## config.mk

```make
export PLATFORM = sky130hd
export DESIGN_NAME = dl_reset_ctrl
export DESIGN_NICKNAME = d
export VERILOG_FILES = /design/src/rtl/dl_reset_ctrl_pkg.sv /design/src/rtl/dl_reset_ctrl_tracker.sv /design/src/rtl/dl_reset_ctrl.sv
export SDC_FILE = /design/constraint.sdc
export NUM_CORES = 1
export LEC_CHECK = 0
export CAP_MARGIN = 10
export CORE_UTILIZATION = 40
export DETAILED_ROUTE_END_ITERATION = 16
export PLACE_DENSITY = 0.69
export SKIP_CTS_REPAIR_TIMING = 1
export SYNTH_ARGS = -nofsm -noshare
export SYNTH_HDL_FRONTEND = slang
export SYNTH_HIERARCHICAL = 1
export SYNTH_SLANG_ARGS = --single-unit
```

## constraint.sdc

```tcl
create_clock -name clk_sys -period 4 [get_ports clk_sys]
set_input_delay 0.8 -clock clk_sys [delete_from_list [all_inputs] [get_ports clk_sys]]
set_output_delay 0.8 -clock clk_sys [all_outputs]
set_load 0.01 [all_outputs]
```

## src/rtl/dl_reset_ctrl_pkg.sv

```systemverilog
// Shared reset-controller types: reset FSM state encoding and slot index width helper.
package dl_reset_ctrl_pkg;

    typedef enum logic {
        S_HOLD = 1'b0,
        S_RUN  = 1'b1
    } rst_state_t;

    // A single slot still needs a one-bit index.
    function automatic int slot_w(input int n);
        return (n > 1) ? $clog2(n) : 1;
    endfunction

endpackage

```

## src/rtl/dl_reset_ctrl_tracker.sv

```systemverilog
// Download tracker: edge detect, slot latch, byte count, loaded flags, optional watchdog.
// Latency: flags and dl_done update on the edge that first samples dl_active low; no backpressure.
module dl_tracker
    import dl_reset_ctrl_pkg::*;
#(
    parameter int NSLOTS      = 4,
    parameter int IDX_W       = 8,
    parameter int MIN_BYTES   = 1,
    parameter int WDOG_CYCLES = 1 << 20
) (
    input  logic                      clk_sys,
    input  logic                      res_n,
    input  logic                      dl_active,
    input  logic [IDX_W-1:0]          dl_index,
    input  logic                      dl_wr,
    input  logic [NSLOTS-1:0]         unload_req,
    output logic [NSLOTS-1:0]         loaded,
    output logic                      dl_busy,
    output logic [slot_w(NSLOTS)-1:0] cur_slot,
    output logic                      dl_done,
    output logic [slot_w(NSLOTS)-1:0] dl_done_slot,
    output logic                      dl_abort
);

    localparam int SLOT_W = slot_w(NSLOTS);
    localparam int CNT_W  = (MIN_BYTES > 0) ? $clog2(MIN_BYTES + 1) : 1;
    localparam logic [CNT_W-1:0] CNT_MIN = CNT_W'(MIN_BYTES);
    localparam logic [CNT_W-1:0] CNT_MAX = '1;
    localparam logic [IDX_W:0]   IDX_LIM = (IDX_W + 1)'(NSLOTS);

    logic              active_q;
    logic              rise;
    logic              fall;
    logic              in_range;
    logic              enough;
    logic              wdog_fire;
    logic [CNT_W-1:0]  byte_cnt;
    logic [NSLOTS-1:0] loaded_n;

    assign rise     = dl_active & ~active_q;
    assign fall     = ~dl_active & active_q;
    assign in_range = {1'b0, dl_index} < IDX_LIM;
    assign enough   = byte_cnt >= CNT_MIN;

`ifdef DLRC_WATCHDOG_EN
    localparam int WD_W = $clog2(WDOG_CYCLES + 1);
    localparam logic [WD_W-1:0] WD_LAST = WD_W'(WDOG_CYCLES - 1);

    logic [WD_W-1:0] idle_cnt;

    assign wdog_fire = dl_busy & ~dl_wr & ~fall & (idle_cnt == WD_LAST);

    always_ff @(posedge clk_sys or negedge res_n) begin
        if (!res_n) begin
            idle_cnt <= '0;
        end else if (rise || dl_wr || !dl_busy) begin
            idle_cnt <= '0;
        end else begin
            idle_cnt <= idle_cnt + 1'b1;
        end
    end
`else
    // Constant false for any legal limit; the limit only matters with the watchdog built in.
    assign wdog_fire = (WDOG_CYCLES < 0);
`endif

    // Unload requests are applied last so they win over a same-edge completion.
    always_comb begin
        loaded_n = loaded;
        if (rise && in_range) begin
            loaded_n[dl_index[SLOT_W-1:0]] = 1'b0;
        end
        if (fall && dl_busy && enough) begin
            loaded_n[cur_slot] = 1'b1;
        end
        loaded_n = loaded_n & ~unload_req;
    end

    // active_q resets high so a download already running at reset release is never tracked.
    always_ff @(posedge clk_sys or negedge res_n) begin
        if (!res_n) begin
            active_q     <= 1'b1;
            loaded       <= '0;
            dl_busy      <= 1'b0;
            cur_slot     <= '0;
            byte_cnt     <= '0;
            dl_done      <= 1'b0;
            dl_done_slot <= '0;
            dl_abort     <= 1'b0;
        end else begin
            active_q <= dl_active;
            loaded   <= loaded_n;
            dl_done  <= 1'b0;
            dl_abort <= wdog_fire;
            if (rise && in_range) begin
                cur_slot <= dl_index[SLOT_W-1:0];
                byte_cnt <= '0;
                dl_busy  <= 1'b1;
            end else if (fall && dl_busy) begin
                dl_busy <= 1'b0;
                if (enough) begin
                    dl_done      <= 1'b1;
                    dl_done_slot <= cur_slot;
                end
            end else if (wdog_fire) begin
                dl_busy <= 1'b0;
            end else if (dl_busy && dl_wr && (byte_cnt != CNT_MAX)) begin
                byte_cnt <= byte_cnt + 1'b1;
            end
        end
    end

endmodule

```

## src/rtl/dl_reset_ctrl.sv

```systemverilog
// Multi-slot download tracking plus stretched core reset; core_reset falls RST_HOLD cycles after the last cause.
// No backpressure; optional download watchdog under DLRC_WATCHDOG_EN.
module dl_reset_ctrl
    import dl_reset_ctrl_pkg::*;
#(
    parameter int                NSLOTS      = 4,
    parameter int                IDX_W       = 8,
    parameter logic [NSLOTS-1:0] REQ_MASK    = NSLOTS'(1),
    parameter logic [NSLOTS-1:0] HOLD_MASK   = NSLOTS'(1),
    parameter int                RST_HOLD    = 16,
    parameter int                MIN_BYTES   = 1,
    parameter int                WDOG_CYCLES = 1 << 20
) (
    input  logic                      clk_sys,
    input  logic                      res_n,
    input  logic                      dl_active,
    input  logic [IDX_W-1:0]          dl_index,
    input  logic                      dl_wr,
    input  logic                      rst_req,
    input  logic [NSLOTS-1:0]         unload_req,
    output logic [NSLOTS-1:0]         loaded,
    output logic                      core_reset,
    output logic                      dl_busy,
    output logic                      dl_done,
    output logic [slot_w(NSLOTS)-1:0] dl_done_slot,
    output logic                      dl_abort
);

    localparam int HC_W = $clog2(RST_HOLD);
    localparam logic [HC_W-1:0] HC_LAST = HC_W'(RST_HOLD - 1);

    rst_state_t                state;
    rst_state_t                state_n;
    logic [HC_W-1:0]           hold_cnt;
    logic [HC_W-1:0]           hold_cnt_n;
    logic [slot_w(NSLOTS)-1:0] cur_slot;
    logic                      cause;

    dl_tracker #(
        .NSLOTS      (NSLOTS),
        .IDX_W       (IDX_W),
        .MIN_BYTES   (MIN_BYTES),
        .WDOG_CYCLES (WDOG_CYCLES)
    ) u_tracker (
        .clk_sys      (clk_sys),
        .res_n        (res_n),
        .dl_active    (dl_active),
        .dl_index     (dl_index),
        .dl_wr        (dl_wr),
        .unload_req   (unload_req),
        .loaded       (loaded),
        .dl_busy      (dl_busy),
        .cur_slot     (cur_slot),
        .dl_done      (dl_done),
        .dl_done_slot (dl_done_slot),
        .dl_abort     (dl_abort)
    );

    assign cause = rst_req
                 | (|unload_req)
                 | ((loaded & REQ_MASK) != REQ_MASK)
                 | (dl_busy & HOLD_MASK[cur_slot]);

    always_comb begin
        state_n    = state;
        hold_cnt_n = hold_cnt;
        case (state)
            S_HOLD: begin
                if (cause) begin
                    hold_cnt_n = '0;
                end else if (hold_cnt == HC_LAST) begin
                    state_n = S_RUN;
                end else begin
                    hold_cnt_n = hold_cnt + 1'b1;
                end
            end
            S_RUN: begin
                if (cause) begin
                    state_n    = S_HOLD;
                    hold_cnt_n = '0;
                end
            end
            default: begin
                state_n    = S_HOLD;
                hold_cnt_n = '0;
            end
        endcase
    end

    always_ff @(posedge clk_sys or negedge res_n) begin
        if (!res_n) begin
            state      <= S_HOLD;
            hold_cnt   <= '0;
            core_reset <= 1'b1;
        end else begin
            state      <= state_n;
            hold_cnt   <= hold_cnt_n;
            core_reset <= (state_n == S_HOLD);
        end
    end

endmodule
```

==> flow_metrics.env <==
export IMPL_status="finished clean"
export IMPL_finalSetupTns_ns=0
export IMPL_leakage_nw=0.4677
export IMPL_cts_tree="done"
export IMPL_synthesis_nets=84
export IMPL_vias=619
export IMPL_max_freq_ghz=0.4598
export IMPL_start_util=0.4481
export IMPL_cp_max_fo=6
export IMPL_diodes=0
export IMPL_crit_type="input port to register"
export IMPL_yosys_warnings=6
export IMPL_grt_pass1_wl_mm=2.532
export IMPL_drv_cap=0
export IMPL_antenna_found_initial=0
export IMPL_synth_seq_cells=18
export IMPL_final_area_sq_um=1119
export IMPL_io_pins=27
export IMPL_clkTransAtPathRegs_ns=0.09
export IMPL_cts_sinks=18
export IMPL_drt_initial_drc_count=15
export IMPL_irDropWorstVdd_uv=289.8
export IMPL_yosysTopAreaCell="dfrtp_1"
export IMPL_multi_input_area_sq_um=329.1
export IMPL_placed_cells=114
export IMPL_cts_buffers=3
export IMPL_cp_start_kind="input port"
export IMPL_drive_gt1_frac=0.1398
export IMPL_first_pass_iters=4
export IMPL_grt_max_degree=19
export IMPL_hpwl_mm=1.207
export IMPL_gp_congestion=0.7735
export IMPL_placed_cell_area_sq_um=1082
export IMPL_rsz0062_at_grt="no"
export IMPL_clockBufferDepth=2
export IMPL_num_nets_final=112
export IMPL_port_buffers=25
export IMPL_period_share=0.5437
export IMPL_synth_cell_types=30
export IMPL_final_cells=118
export IMPL_ys_async_sr_fraction=1.000
export IMPL_fillers=158
export IMPL_area_growth_pct=37.12
export IMPL_register_area_sq_um=452.9
export IMPL_ctsRootBufferMaster="clkbuf_4"
export IMPL_slew_headroom=0.4983
export IMPL_slew_viol_final=0
export IMPL_grt_pass1_vias=590
export IMPL_grt_ovfl_total=0
export IMPL_die_y_microns=47.16
export IMPL_synthTopCellsByArea="dfrtp_1, dfstp_2, a31oi_1"
export IMPL_p_per_area_nw_per_um2=294.8
export IMPL_htreeDepth=1
export IMPL_final_cell_mix="clkdlybuf4s50_1, dfrtp_1, nor2_1, inv_1, a31oi_1"
export IMPL_grt_use_total=0.1695
export IMPL_post_route_util=0.6144
export IMPL_cp_end_kind="register"
export IMPL_layout_commonest_cell="clkdlybuf4s50_1"
export IMPL_wire_per_inst_microns=12.48
export IMPL_worst_hold_path_type="register to register"
export IMPL_yosysSeqAreaShare=0.5552
export IMPL_clk_latency_ns=0.29
export IMPL_totalWireLength_mm=1.473
export IMPL_critPathArrivalTime_ns=2.35
export IMPL_synth_edf_count=0
export IMPL_fp_dieArea_sq_um=2224
export IMPL_hold_viol_final=0
export IMPL_core_sq_um=1821
export IMPL_syn_area_per_cell_sq_um=12.36
export IMPL_die_x_microns=47.16
export IMPL_clock_skew_ns=0.006298
export IMPL_drc=0
export IMPL_synth_cells=66
export IMPL_worst_slew_pin_slew_ns=0.7502
export IMPL_min_period_ns=2.175
export IMPL_synth_main_ff_cell="dfrtp_1"
export IMPL_cp_required_ns=4.18
export IMPL_synth_top_area_frac=0.4908
export IMPL_syn_cell_area_sq_um=815.8
export IMPL_vias_per_cell=5.246
export IMPL_final_antenna_net_count=0
export IMPL_setup_violations=0
export IMPL_fp_row_count=15
state kept, by name, summed over array words and instances, names as in the netlist:
signal                  cells
hold_cnt                    4
u_tracker/loaded            4
u_tracker/cur_slot          2
u_tracker/dl_done_slot      2
core_reset                  1
state                       1
u_tracker/active_q          1
u_tracker/byte_cnt          1
u_tracker/dl_busy           1
u_tracker/dl_done           1
through the flow:
step	hold slack, ns	power [mW]	worst slack (ns)
5_1_grt	0.5533	0.3437	1.738
4_1_cts	0.5269	0.3361	1.838
3_5_place_dp	0.5004	0.2289	1.514
6_report	0.5232	0.3298	1.825
2_1_floorplan	0.4559	0.2039	2.029
3_3_place_gp	0.4999	0.2286	1.556
metal layers:
metal  wire length [microns]  track usage  part of all wire  up-vias
met1                     652       0.2220              0.44      292
met2                     725       0.2722              0.49       23
met3                      87      0.05769             0.059        2
li1                        -            -                 -      302
met4                       8      0.04000            0.0054        0
met5                       0            0                 0        -
critical path, cell delays in order:
cell and delay (ns):
clkdlybuf4s50_1 0.50, or4b_4 0.51, nor2_4 0.20, mux2_1 0.34
report_power, final:
group	switching, mW	leakage [nW]	total (mW)	internal (mW)
sequential	0.00530	0.239	0.193	0.187
clock	0.0492	0.0210	0.105	0.0555
combinational	0.0130	0.208	0.0323	0.0194
total	0.0675	0.468	0.330	0.262
cells in the mapped netlist, drive strengths merged (2+ instances only):
cell type  number
a311oi          2
mux2            3
buf             2
dfstp           2
dfrtp          16
mux2i           2
nor3            2
a31oi           4
nor2            7
o41ai           2
inv             5
a21oi           3
cells by family (layout without fill, tap and decap cells):
logic type               count (synthesis)  in the layout  share of synthesized area
adder cells (fa/ha/maj)                  1              1                    0.01533
flip-flops                              18             18                     0.5552
XOR/XNOR                                 1              1                    0.01074
multiplexers                             5              5                    0.06595
buffers and inverters                    7             34                    0.04141
AO/OA/AOI/OAI                           14             14                     0.1304
AND/OR/NAND/NOR                         19             19                     0.1764
other                                    1              1                   0.004597
final timing paths:
path	from	to	slack [ns]	depth (start not counted)
min in group asynchronous	res_n	u_tracker/loaded[2]	0.95	1
max in group asynchronous	res_n	u_tracker/dl_done	2.58	1
worst max-delay path	dl_active	u_tracker/cur_slot[0]	1.83	4
worst max register to register	u_tracker/active_q	u_tracker/cur_slot[0]	2.46	3
worst min register to register	u_tracker/dl_done_slot[0]	u_tracker/dl_done_slot[0]	0.52	1
worst min-delay path	u_tracker/dl_done_slot[0]	u_tracker/dl_done_slot[0]	0.52	1
cell type report:
| class | instances | area share |
|---|---|---|
| well taps | 25 | 0.02796 |
| clock buffers | 4 | 0.03244 |
| flip-flops and latches | 18 | 0.4049 |
| multi-input cells | 41 | 0.2942 |
| repair buffers | 25 | 0.2237 |
| inverters | 5 | 0.01678 |
(Power assumes the default switching activity.)
